--- src/rtl/fetch_pkg.sv ---
// Shared fetch-stage types and constants for the F1->F2 elastic queue.
package fetch_pkg;

   typedef struct packed {
      logic pred_taken;
      logic misalign;
   } fetch_side_t;

   localparam int unsigned PC_RESET = 0;

   // Elastic queue depth must be a power of two in 2..8 so the pointers wrap for free.
   function automatic bit depth_ok(input int depth);
      return (depth >= 2) && (depth <= 8) && ((depth & (depth - 1)) == 0);
   endfunction

endpackage

--- src/rtl/fifo_ptr_ctl.sv ---
// Pointer, occupancy and flushed-bubble control for the F1->F2 queue; arbitrates hold > flush > push/pop.
module fifo_ptr_ctl
   import fetch_pkg::*;
#(
   parameter int DEPTH = 2,
   parameter int CNT_W = $clog2(DEPTH + 1),
   parameter int PTR_W = $clog2(DEPTH)
) (
   input  logic             clk,
   input  logic             nrst,
   input  logic             hold,
   input  logic             flush,
   input  logic             in_valid,
   input  logic             out_ready,
   output logic             in_ready,
   output logic             out_valid,
   output logic             push,
   output logic [PTR_W-1:0] head,
   output logic [PTR_W-1:0] tail,
   output logic [CNT_W-1:0] count,
   output logic             out_flushed
);

   logic pop;

   always_comb begin
      in_ready  = (count != CNT_W'(DEPTH)) && !hold;
      out_valid = (count != '0);
      push      = in_valid && in_ready && !flush;
      pop       = out_valid && out_ready && !hold && !flush;
   end

   always_ff @(posedge clk) begin
      if (!nrst) begin
         head        <= '0;
         tail        <= '0;
         count       <= '0;
         out_flushed <= 1'b0;
      end else if (!hold) begin
         if (flush) begin
            head        <= '0;
            tail        <= '0;
            count       <= '0;
            out_flushed <= 1'b1;
         end else begin
            if (push) tail <= tail + PTR_W'(1);
            if (pop)  head <= head + PTR_W'(1);
            count <= count + CNT_W'(push) - CNT_W'(pop);
            if (push) out_flushed <= 1'b0;
         end
      end
   end

   a_count_bound : assert property (@(posedge clk) disable iff (!nrst) count <= CNT_W'(DEPTH));

endmodule

--- src/rtl/f1_f2_skidq.sv ---
// F1->F2 fetch elastic queue: DEPTH-entry circular buffer with valid/ready on both sides and flushed-bubble flag.
module f1_f2_skidq
   import fetch_pkg::*;
#(
   parameter int PC_W   = 32,
   parameter int SIDE_W = 2,
   parameter int DEPTH  = 2,
   parameter int CNT_W  = $clog2(DEPTH + 1)
) (
   input  logic              clk,
   input  logic              nrst,
   input  logic              hold,
   input  logic              flush,
   input  logic              in_valid,
   input  logic [PC_W-1:0]   in_pc,
   input  logic [SIDE_W-1:0] in_side,
   output logic              in_ready,
   output logic              out_valid,
   input  logic              out_ready,
   output logic [PC_W-1:0]   out_pc,
   output logic [SIDE_W-1:0] out_side,
   output logic              out_is_inst,
   output logic              out_flushed,
   output logic [CNT_W-1:0]  count
);

   localparam int PTR_W = $clog2(DEPTH);
   localparam int ENT_W = PC_W + SIDE_W;

   if (!depth_ok(DEPTH)) begin : g_bad_depth
      $error("f1_f2_skidq: DEPTH must be a power of two in 2..8");
   end
   if (SIDE_W < 1) begin : g_bad_side
      $error("f1_f2_skidq: SIDE_W must be at least 1");
   end

   logic [ENT_W-1:0] mem [DEPTH];
   logic [ENT_W-1:0] head_ent;
   logic [PTR_W-1:0] head;
   logic [PTR_W-1:0] tail;
   logic             push;

   fifo_ptr_ctl #(
      .DEPTH (DEPTH),
      .CNT_W (CNT_W),
      .PTR_W (PTR_W)
   ) u_ptr_ctl (
      .clk         (clk),
      .nrst        (nrst),
      .hold        (hold),
      .flush       (flush),
      .in_valid    (in_valid),
      .out_ready   (out_ready),
      .in_ready    (in_ready),
      .out_valid   (out_valid),
      .push        (push),
      .head        (head),
      .tail        (tail),
      .count       (count),
      .out_flushed (out_flushed)
   );

   // Storage carries no reset; empty-queue outputs are masked by out_valid instead.
   always_ff @(posedge clk) begin
      if (push) mem[tail] <= {in_pc, in_side};
   end

   always_comb begin
      head_ent    = mem[head];
      out_pc      = out_valid ? head_ent[ENT_W-1 -: PC_W] : PC_W'(PC_RESET);
      out_side    = out_valid ? head_ent[SIDE_W-1:0] : '0;
      out_is_inst = out_valid;
   end

endmodule
--- config.mk ---
export PLATFORM = sky130hd
export DESIGN_NAME = f1_f2_skidq
export DESIGN_NICKNAME = d
export VERILOG_FILES = /design/src/rtl/fetch_pkg.sv /design/src/rtl/fifo_ptr_ctl.sv /design/src/rtl/f1_f2_skidq.sv
export SDC_FILE = /design/constraint.sdc
export NUM_CORES = 1
export LEC_CHECK = 0
export CAP_MARGIN = 0
export CORE_MARGIN = 5
export CORE_UTILIZATION = 45
export CTS_CLUSTER_DIAMETER = 30
export DETAILED_ROUTE_END_ITERATION = 10
export HOLD_SLACK_MARGIN = 0.1
export PLACE_DENSITY_LB_ADDON = 0.08
export SLEW_MARGIN = 5
export SYNTH_ARGS = -nofsm -noshare
export SYNTH_HDL_FRONTEND = slang
export SYNTH_SLANG_ARGS = --single-unit
--- constraint.sdc ---
create_clock -name clk -period 2.95 [get_ports clk]
set_clock_uncertainty 0.05 [all_clocks]
set_input_delay 0.4425 -clock clk [delete_from_list [all_inputs] [get_ports clk]]
set_output_delay 0.4425 -clock clk [all_outputs]
set_load 0.01 [all_outputs]
After elaboration in Yosys (flattened, before gate mapping) --
Memory sizes are Yosys's and may differ from the RTL's. A register that Yosys moved wholly into a read port is not among the register bits. Index checks and enable logic that the tools add are counted.
Storage, ports and cells: bits in registers 5, memory bits (writable) 68, input bits 40, output and inout port bits 40, memory bits (read-only) 0, logic and storage cells 37, memories kept 1, bits in latches 0
Memories:
- mem | words 2, width 34, read ports 1, clocked after Yosys merged registers in 1, write ports 1, line f1_f2_skidq.sv:37 | logic [ENT_W-1:0] mem [DEPTH];
Cells by class: add/sub/neg operators 4, bitwise operators 1, equal/unequal tests 1, shift-type cells 0, multipliers 0, reduce and logical (&&, ||, !) cells 13, div/mod/pow operators 0, $lt $le $gt $ge 0, mux-type cells 13
Operators by type and width (count):
- $mux W32 | 1
- $mux W1 | 10
- $logic_and A1 B1 Y1 | 6
- $reduce_bool A2 Y1 | 3
- $mux W2 | 2
- $reduce_and A2 Y1 | 2
- $add A1 B1 Y1 const B | 2
- $add A2 B1 Y2 | 1
- $logic_not A1 Y1 | 2
- $ne A2 B2 Y1 const B | 1
- $sub A2 B1 Y2 | 1
- $not A1 Y1 | 1

Longest topological paths before layout --
depth in word-level cells 8, gate-level depth with buffers 8, gate-level depth less buffers 8

By module --
A second synthesis with hierarchy kept.
Second synthesis, totals: cells, all modules 183, area total of the unflattened synthesis 3009.1 µm²
Modules (own cells, without submodules):
- f1_f2_skidq | area each 2697.6 µm², sequential area each 2042.0 µm², cells each 146, times used 1
- fifo_ptr_ctl | area each 311.5 µm², sequential area each 100.1 µm², cells each 37, times used 1

Worst setup path after synthesis --
No wires, ideal clock.
path kind input -> register, start in hold, end mem mem[1][0] (netlist bit), enable pin, arrival time 1.797 ns, path buffers 1, path slack 0.708 ns, stages on the path 4, required time 2.506 ns, setup time 0.394 ns, cell sequence buf_12 -> nor2_1 -> and3_1 -> and2_1
On the way: longest elaborated chain between the ends 6
RTL lines:
- start, declared | line f1_f2_skidq.sv:12 | input logic hold,
- $logic_not A1 Y1 | line fifo_ptr_ctl.sv:27 | in_ready = (count != CNT_W'(DEPTH)) && !hold;
- $logic_and A1 B1 Y1 | line fifo_ptr_ctl.sv:27
- $logic_and A1 B1 Y1 (2 in a row) | line fifo_ptr_ctl.sv:29 | push = in_valid && in_ready && !flush;
- $mux W1 | line f1_f2_skidq.sv:65 | if (push) mem[tail] <= {in_pc, in_side};
- $mux W1 (not written as such) | line f1_f2_skidq.sv:65
- end, declared | line f1_f2_skidq.sv:37
Every way passes these cells.

Final worst setup path --
start reg u_ptr_ctl.count[1], end out out_pc[27]
On the way: longest elaborated chain between the ends 2
RTL lines:
- start, declared | line fifo_ptr_ctl.sv:20 | output logic [CNT_W-1:0] count,
- start signal, assigned | line fifo_ptr_ctl.sv:48 | count <= count + CNT_W'(push) - CNT_W'(pop);
- $reduce_bool A2 Y1 | line fifo_ptr_ctl.sv:28 | out_valid = (count != '0);
- $mux W32 | line f1_f2_skidq.sv:70 | out_pc = out_valid ? head_ent[ENT_W-1 -: PC_W] : PC_W'(PC_RESET);
- end, declared | line f1_f2_skidq.sv:20 | output logic [PC_W-1:0] out_pc,
Every way passes these cells.

==> impl_metrics.tcl <==
set metrics [dict create \
    die_y_um 90.73 \
    drc 0 \
    antenna_found_initial 0 \
    num_io_pins 80 \
    initial_core_util_pct 46.19 \
    cp.required_ps 2460 \
    critPathMaxFanout 27 \
    drive_above_1_share_pct 9.025 \
    hold_viol 0 \
    stdcell_count 354 \
    htree_levels 3 \
    syn2layout_area_growth_pct 36.05 \
    dpl.cell_count 340 \
    combPwrFrac_pct 6.0 \
    ant_nets 0 \
    synthMuxAreaShare_pct 11.60 \
    die_area_um2 8232 \
    syn_inst 186 \
    cap_violations 0 \
    vias_per_cell 4.884 \
    drt-initial-drc-count 126 \
    grt_max_degree 28 \
    max_slew_margin_pct 71.51 \
    timing_worst_setup_path_type "register to primary output" \
    grt_pass1_wl_um 8155 \
    place.port_buffers 79 \
    peakVddDrop_v 0.0003617 \
    status "completed" \
    netlist_area_um2 2933 \
    gp_congestion 0.8296 \
    yosysWarnings 0 \
    synth.avg_cell_area_um2 15.77 \
    synthAdderAreaFrac_pct 0.8532 \
    cts_buffer_depth 2 \
    synth_nets 228 \
    wl_per_cell_um 14.67 \
    grt-ovfl-total 0 \
    critPathCaptureType "primary output" \
    rows 29 \
    synth_top_family_by_area "multiplexers" \
    path_clk_slew_ps 70 \
    cts.sinks 74 \
    internal_power_uw 1614 \
    cts_buffers 9 \
    setup_viol 0 \
    power_uw 1989 \
    synth_seq_area_share_pct 73.72 \
    dr_total_vias 1729 \
    firstDrtPassIters 4 \
    post-cts-setup-buffer-count 0 \
    wl_um 5192 \
    seqPwrFrac_pct 58.8 \
    swShare_pct 18.85 \
    synth_compound_area_share_pct 2.346 \
    ys_ff_latch 74 \
    min_path_type "register to register" \
    postCtsResizedCells 0 \
    cts_tree "done" \
    worstSetupStartpointType "register" \
    grtUsageTotal_pct 12.80 \
    yosys.area_share.simple_pct 8.020 \
    critPathArrivalTime_ps 2050 \
    clockRootBuffer "clkbuf_8" \
    p_per_area_nw_per_um2 498.4 \
    fin_nets 316 \
    synth_area_leaders "edfxtp_1, mux2i_1, nor2_1" \
    worstMarginPinSlew_ps 427.4 \
    max_freq_ghz 0.3930 \
    slew_violations 0 \
    synth_top_area_share_pct 69.62 \
    p_clk_share_pct 35.2 \
    rsz0062_at_grt "false" \
    synth_top_cell_by_area "edfxtp_1" \
    period_minus_slack_ps 2544 \
    die_x_um 90.73 \
    fin_tns_setup_ps 0 \
    synth.distinct_cells 27 \
    core_um2 6350 \
    ctsHoldBuffers 0 \
    power.switching_uw 374.8 \
    grt_pass1_vias 1700 \
    synth_xor_area_share_pct 0.2986 \
    n_antenna_cell 0 \
    finalCritPeriodShare_pct 86.25 \
    clock_latency_ps 320 \
    hpwlAfterDp_um 3716 \
    p_leak_uw 0.001312 \
]
-- synthesized netlist by cell type --
master / number
nor2_1: 37
o311ai_0: 1
o311ai_1: 1
nor3_1: 1
o21ai_2: 1
o21ai_0: 1
buf_12: 1
nor2_2: 1
nand3_1: 1
or4_4: 1
xor2_1: 1
dfxtp_1: 6
ha_1: 2
a22oi_1: 1
a21boi_1: 3
edfxtp_1: 68
and2_1: 1
buf_4: 4
nand3b_1: 1
nand4b_1: 2
mux2i_1: 34
buf_2: 4
nand2b_1: 2
o211ai_1: 1
inv_1: 6
and3_1: 1
nor2b_1: 3
-- per-stage QoR --
stage          area (um2)  util, %  setup slack [ps]  hold WS (ps)
2_1_floorplan        2933        -             708.3         422.8
3_3_place_gp         3817    60.12             656.5         450.7
3_5_place_dp         3817    60.12             613.6         447.5
4_1_cts              3990    62.84             335.2         464.0
5_1_grt              3990    62.84             167.1         501.4
6_report             3990    62.84             405.7         457.7
-- placed cells by master (no fill, tap or decap), types with 2 or more instances in the layout --
cell             count
clkdlybuf4s50_1     79
edfxtp_1            68
nor2_1              37
mux2i_1             34
clkbuf_8             9
inv_1                6
buf_4                6
dfxtp_1              5
a21boi_1             3
nor2b_1              3
clkinv_2             3
nand2b_1             2
nand4b_1             2
ha_1                 2
-- state kept, by name (all words and copies together), names as in the netlist, named ones only --
| register | cells |
|---|---|
| u_ptr_ctl.tail | 1 |
| u_ptr_ctl.count | 2 |
| u_ptr_ctl.head | 1 |
| u_ptr_ctl.out_flushed | 1 |
| mem | 68 |
-- cells by family after synthesis --
| family | Yosys count |
|---|---|
| xor gates and xnor gates | 1 |
| DFF | 74 |
| muxes | 34 |
| adders and majority gates | 2 |
| AOI/OAI and AO/OA | 9 |
| and+or+nand+nor | 51 |
| buffers and inverters | 15 |
-- final timing paths --
check                           slack, ps            endpoint  cells past startpoint               start
worst max register to register       1250  u_ptr_ctl.count[1]                      8  u_ptr_ctl.count[1]
worst min-delay path                  460      u_ptr_ctl.tail                      2      u_ptr_ctl.tail
worst max-delay path                  410          out_pc[27]                      4  u_ptr_ctl.count[1]
worst min register to register        460      u_ptr_ctl.tail                      2      u_ptr_ctl.tail
-- critical path: stages, from the launching register on --
cell and delay [ps]:
dfxtp_1 380, nor2_2 370, buf_4 360, nor2_1 100, clkdlybuf4s50_1 490
-- layer usage --
| metal | up-vias | GRT usage (%) | part of all wire, % |
|---|---|---|---|
| met2 | 51 | 21.85 | 52 |
| li1 | 853 | - | - |
| met3 | 7 | 4.917 | 7.1 |
| met4 | 0 | 4.467 | 1.0 |
| met5 | - | 0 | 0 |
| met1 | 818 | 14.57 | 40 |
-- power by group through the flow --
stage	logic [uW]	clock network [uW]	registers, uW
floorplan	35.8	0	1190
global placement	120	0	1190
detailed placement	120	0	1190
CTS	121	719	1170
global route	129	760	1170
finish	119	700	1170
-- final cells by class --
cell class                 instances  area [um2]
clock buffer                      10       127.6
multi-input combinational         97       679.4
tap                               77       96.34
sequential                        74        2163
timing repair buffer              86       855.8
inverter                           6       22.52
clock inverter                     4       45.04
fill                             482        2360
No activity file was read; power rests on OpenSTA's default activity.
==> variant 1, RTL diff (same settings) <==
The parameter `PC_W` goes from 32 to 64.
--- a/src/rtl/f1_f2_skidq.sv
+++ b/src/rtl/f1_f2_skidq.sv
@@ -2,7 +2,7 @@
 module f1_f2_skidq
    import fetch_pkg::*;
 #(
-   parameter int PC_W   = 32,
+   parameter int PC_W   = 64,
    parameter int SIDE_W = 2,
    parameter int DEPTH  = 2,
    parameter int CNT_W  = $clog2(DEPTH + 1)
Interface: changed (resized in_pc and out_pc); port bits go from 80 to 144. The function was not compared with the original's and may differ.
==> variant 1 against the original RTL <==
Wire length grew 100%. Combinational power grew 76%. Area after synthesis grew 81%. Sequential cell count grew 64. Design area grew 89%. Worst setup slack lost 0.035 ns. Total power grew 120%. Register-to-register slack lost 0.14 ns. Critical path type unchanged. Highest routed layer unchanged.
==> variant 1: results (changes against the original RTL) <==
| Metric | Value |
|---|---|
| Vias in the first global route | 3,203 (+88%) |
| Unique masters post-synth | 27 (unchanged) |
| Worst-path clk slew | 0.05 ns (-0.02 ns) |
| Root buffer cell | clkbuf_16 |
| First-pass GRT wire length | 16,300 µm (+100%) |
| Critical path arrival | 2.09 ns (+0.04 ns) |
| Initial drt markers | 104 (-17%) |
| Seq/Total Area, Yosys | 76.8% (+3.1 points) |
| 1st-pass router iterations | 4 (unchanged) |
| GRT Overall Usage | 15.0% (+2.2 points) |
| Max Buffers Root-to-Sink | 2 (unchanged) |
| FF-to-FF setup slack | 1.11 ns (-0.14 ns) |
| Critical-path maximum fanout | 19 (-30%) |
| Sw Share | 18.7% (-0.16 points) |
| Largest net degree at the start of global routing | 52 (+86%) |
| Peak VDD IR | 0.388 mV (+7.3%) |
| Slowest stage delay, CP | 0.56 ns (+0.07 ns) |
| Routability cong. | 0.844 (+1.8%) |
| DR vias/cell | 4.94 (+1.1%) |
| Num CTS Buffers | 17 (+8) |
| Final nets | 550 (+74%) |
| Status | complete, no violations |
| PortBufs | 143 (+81%) |
| Syn_nets | 396 (+74%) |
| H-tree levels | 4 (+1) |
| Synth cell count leaders | edfxtp_1 (132), nor2_1 (70), mux2i_1 (66) |
| Syn avg cell area | 16.5 µm² (+4.7%) |
| Wire length per cell | 16.4 µm (+12%) |
| Post-synth EDFFs | 132 (+94%) |
| Worst min-delay path class | reg2reg |
| Clock latency on the worst-skew pair | 0.39 ns (+0.07 ns) |
| Resized cells post-CTS | 0 (unchanged) |
| Antenna Cells | 0 (unchanged) |
| DP HPWL | 6980 µm (+88%) |
| Setup WS pre-CTS | 0.427 ns (-0.187 ns) |
| Predominant post-synthesis flop cell | edfxtp_1 |
| Cell count after placement | 600 (+76%) |
| Routed wire length | 10,400 µm (+100%) |
| Leakage | 0.00245 µW (+87%) |
| Final worst setup slack | 0.371 ns (-0.0345 ns) |
| Share of cells above drive strength 1 | 8.18% (-0.85 points) |
| Synth Warn # | 0 (unchanged) |
| Ys async rst share | 0% (unchanged) |
| Largest regs | mem x132, u_ptr_ctl.count x2 |
| Placed cell area | 0.00697 mm² (+83%) |
| Worst slack on hold paths | 0.485 ns (+0.0271 ns) |
| Most area-consuming cells after synthesis | edfxtp_1 (75%), mux2i_1 (12%), nor2_1 (4.9%) |
| Slowest cell on crit path | dfxtp_4 |
| Setup TNS | 0 ns (unchanged) |
| Worst slew pin tran | 0.490 ns (+0.0630 ns) |
[variant 1: changes by cell type after synthesis, moves of 2 or more]
cell / before / now
buf_4: 4 / 6
mux2i_1: 34 / 66
clkbuf_1: 0 / 4
nor2_1: 37 / 70
buf_2: 4 / 6
edfxtp_1: 68 / 132
[variant 1: cell families after synthesis]
family / count (synthesis) / synth area share, %
adder cells (fa/ha/maj): 2 / 0.471
buffers and inverters: 23 / 2.33
AO/OA/AOI/OAI: 9 / 1.22
AND/OR/NAND/NOR: 83 / 6.57
flip-flops: 138 / 76.8
XOR/XNOR: 1 / 0.165
multiplexers: 66 / 12.4
[variant 1: final timing paths]
path	from	end	depth (start not counted)
max reg2reg	u_ptr_ctl.count[0]	mem[1][1]	4
min	u_ptr_ctl.out_flushed	u_ptr_ctl.out_flushed	2
min reg2reg	u_ptr_ctl.out_flushed	u_ptr_ctl.out_flushed	2
max	flip-flop	out_pc[28]	4
[variant 1: layer usage]
metal  vias up  routed length [µm]  track usage, %
li1       1512                   -               -
met1      1489                4430            18.5
met2       112                5130            23.9
met3         9                 713            5.73
met4         0                 119            6.08
met5         -                   0               0
[variant 1: cell type report]
class                   instances  area, µm²
flip-flops and latches        138       4090
repair buffers                152       1560
clock buffers                  19        433
clock inverters                13        151
inverters                       6       22.5
multi-input cells             161       1120
well taps                     143        179
fillers                       881       3960
[variant 1: power by group through the flow]
stage,Clock (µW),Sequential (µW),Combinational [µW]
after detailed placement,0,2230,212
after global placement,0,2230,208
final,2060,2190,210
after floorplan,0,2240,55.5
after CTS,2100,2190,213
after global routing,2200,2200,226
[variant 1: worst max-delay path, delay by kind of cell (launching register included)]
family / cells / cell delay [ns]
and+or+nand+nor: 1 / 0.14
muxes: 1 / 0.10
buffers and inverters: 2 / 0.87
DFF: 1 / 0.56
==> variant 2, RTL diff (same settings) <==
Without the edit above. Reset style: asynchronous (`nrst`), changed in one clocked block.
--- a/src/rtl/fifo_ptr_ctl.sv
+++ b/src/rtl/fifo_ptr_ctl.sv
@@ -30,7 +30,7 @@
       pop       = out_valid && out_ready && !hold && !flush;
    end
 
-   always_ff @(posedge clk) begin
+   always_ff @(posedge clk or negedge nrst) begin
       if (!nrst) begin
          head        <= '0;
          tail        <= '0;
Formal check against the unedited RTL: differs if nrst is asserted again (counterexample within 4 cycles, from zero or initial values and one cycle with nrst low); with nrst held inactive, the same outputs for 10 cycles.
==> variant 2 against the original RTL <==
Design area shrank 1.5%. Sequential cell count fell by 1. Global-route usage up 0.36 points. Wire length is 1.2% lower. Area after synthesis decreased by 1.8%. Worst setup slack better by 0.020 ns. Highest routed layer unchanged.
Power is not compared: it rests on default switching activity, and its combinational part moved more than twofold at a synthesized area within 25%.
==> variant 2: results (changes against the original RTL) <==
| Metric | Value |
|---|---|
| Resized cells post-CTS | 0 (unchanged) |
| Largest net degree at the start of global routing | 35 (+25%) |
| PortBufs | 79 (unchanged) |
| Post-synth EDFFs | 68 (unchanged) |
| Seq/Total Area, Yosys | 75.2% (+1.5 points) |
| Critical path arrival | 2.03 ns (-0.02 ns) |
| Post-Synth XOR/XNOR Area | 0.304% (+0.0054 points) |
| Root buffer cell | clkbuf_8 |
| Critical-path maximum fanout | 16 (-41%) |
| Ys async rst share | 6.85% (+6.8 points) |
| Unique masters post-synth | 24 (-11%) |
| Synth cell count leaders | edfxtp_1 (68), nor2_1 (37), mux2i_1 (35), inv_1 (6) |
| Routed wl met3 | 350 µm (-4.9%) |
| Most area-consuming cells after synthesis | edfxtp_1 (71%), mux2i_1 (12%), nor2_1 (4.8%) |
| Peak VDD IR | around 0.37 mV |
| Final nets | 310 (-1.9%) |
| Share of cells above drive strength 1 | 8.06% (-0.97 points) |
| Num CTS Buffers | 9 (unchanged) |
| Vias in the first global route | 1,761 (+3.6%) |
| Worst slack on hold paths | 0.297 ns (-0.161 ns) |
| H-tree levels | 3 (unchanged) |
| Fillers | 500 (+3.7%) |
| Syn_nets | 224 (-1.8%) |
| Leakage | ~0.0013 µW |
| Synth Area in Compound Gates | 1.56% (-0.78 points) |
| Worst slew pin tran | 0.467 ns (+0.0396 ns) |
| DP HPWL | 3480 µm (-6.4%) |
| Non-filler cells in the finished layout | 350 (-1.1%) |
| Routability cong. | 0.840 (+1.2%) |
| Post-synthesis mux area share | 12.6% (+0.95 points) |
| FF-to-FF setup slack | 0.97 ns (-0.28 ns) |
| CTS tree | yes |
| Synth Area in Adders | 0.869% (+0.016 points) |
| Worst-path clk slew | 0.07 ns (about the same) |
| Met2 wire len | 2770 µm (+3.2%) |
| Antenna Cells | 0 (unchanged) |
| 1st-pass router iterations | 2 (-2) |
| Status | complete, no violations |
| GRT Overall Usage | 13.2% (+0.36 points) |
| First-pass GRT wire length | 8360 µm (+2.5%) |
| Syn avg cell area | 15.8 µm² (+0.37%) |
| Synth Warn # | 0 (unchanged) |
| Placed cell area | 0.00378 mm² (-1.1%) |
| Max Buffers Root-to-Sink | 2 (unchanged) |
| Metal-1 WL | 1910 µm (-8.7%) |
| DR vias/cell | 4.82 (-1.3%) |
| Initial drt markers | 56 (-56%) |
| Cell count after placement | 334 (-1.8%) |
| Wire length per cell | 14.7 µm (about the same) |
| Worst min-delay path class | in2async |
==> variant 2: cell count changes in the layout (fill, tap and decap cells not counted), moves of 2 or more <==
cell	before	now
dfrtp_1	0	4
dfxtp_1	5	0
nand2_1	0	4
nor2_4	0	2
a21boi_1	3	0
nand4b_1	2	0
buf_4	6	4
clkinv_1	0	2
nor2b_1	3	0
==> variant 2: worst paths after layout <==
path,from,end,depth (start not counted)
max reg2reg,u_ptr_ctl.count[1],u_ptr_ctl.count[1],8
max in group asynchronous,nrst,u_ptr_ctl.head,1
min reg2reg,u_ptr_ctl.out_flushed,u_ptr_ctl.out_flushed,1
max,u_ptr_ctl.count[1],out_pc[29],4
min in group clk,u_ptr_ctl.out_flushed,u_ptr_ctl.out_flushed,1
min,nrst,u_ptr_ctl.tail,1
==> variant 2: layout make-up <==
cell class,instances,area [µm²],area share (%)
flip-flops and latches,73,2170,55.2
clock buffers,11,131,3.34
clock inverters,5,22.5,0.573
inverters,6,22.5,0.573
multi-input cells,94,648,16.5
well taps,77,96.3,2.45
repair buffers,84,841,21.4
==> variant 2: worst max-delay path: stages, from the launching register on <==
cell and delay (ns):
dfrtp_1 0.48, nor2_4 0.38, buf_4 0.29, nor2_1 0.08, clkdlybuf4s50_1 0.48
==> variant 2: routing by layer <==
metal  up-vias  global-route usage [%]
li1        831                       -
met1       795                    13.8
met2        49                    22.9
met3        12                    5.09
met4         0                    6.45
met5         -                       0
==> variant 2: per-stage QoR <==
step	setup WS (ns)	utilization, %
6_report	0.425	62.6
3_3_place_gp	0.648	60.2
3_5_place_dp	0.540	60.2
5_1_grt	0.309	62.6
4_1_cts	0.382	62.6
2_1_floorplan	0.155	-
==> variant 2: logic make-up (layout without fill, tap and decap cells) <==
| family | count (synthesis) | count (layout) |
|---|---|---|
| adders and majority gates | 2 | 2 |
| and+or+nand+nor | 48 | 48 |
| xor gates and xnor gates | 1 | 1 |
| DFF | 73 | 73 |
| buffers and inverters | 15 | 106 |
| muxes | 36 | 36 |
| AOI/OAI and AO/OA | 7 | 7 |
==> variant 2: report_power, final <==
| group | total [µW] | internal [µW] | switching, µW |
|---|---|---|---|
| combinational | 868 | 469 | 399 |
| clock | 612 | 295 | 316 |
| sequential | 1260 | 1210 | 52.0 |
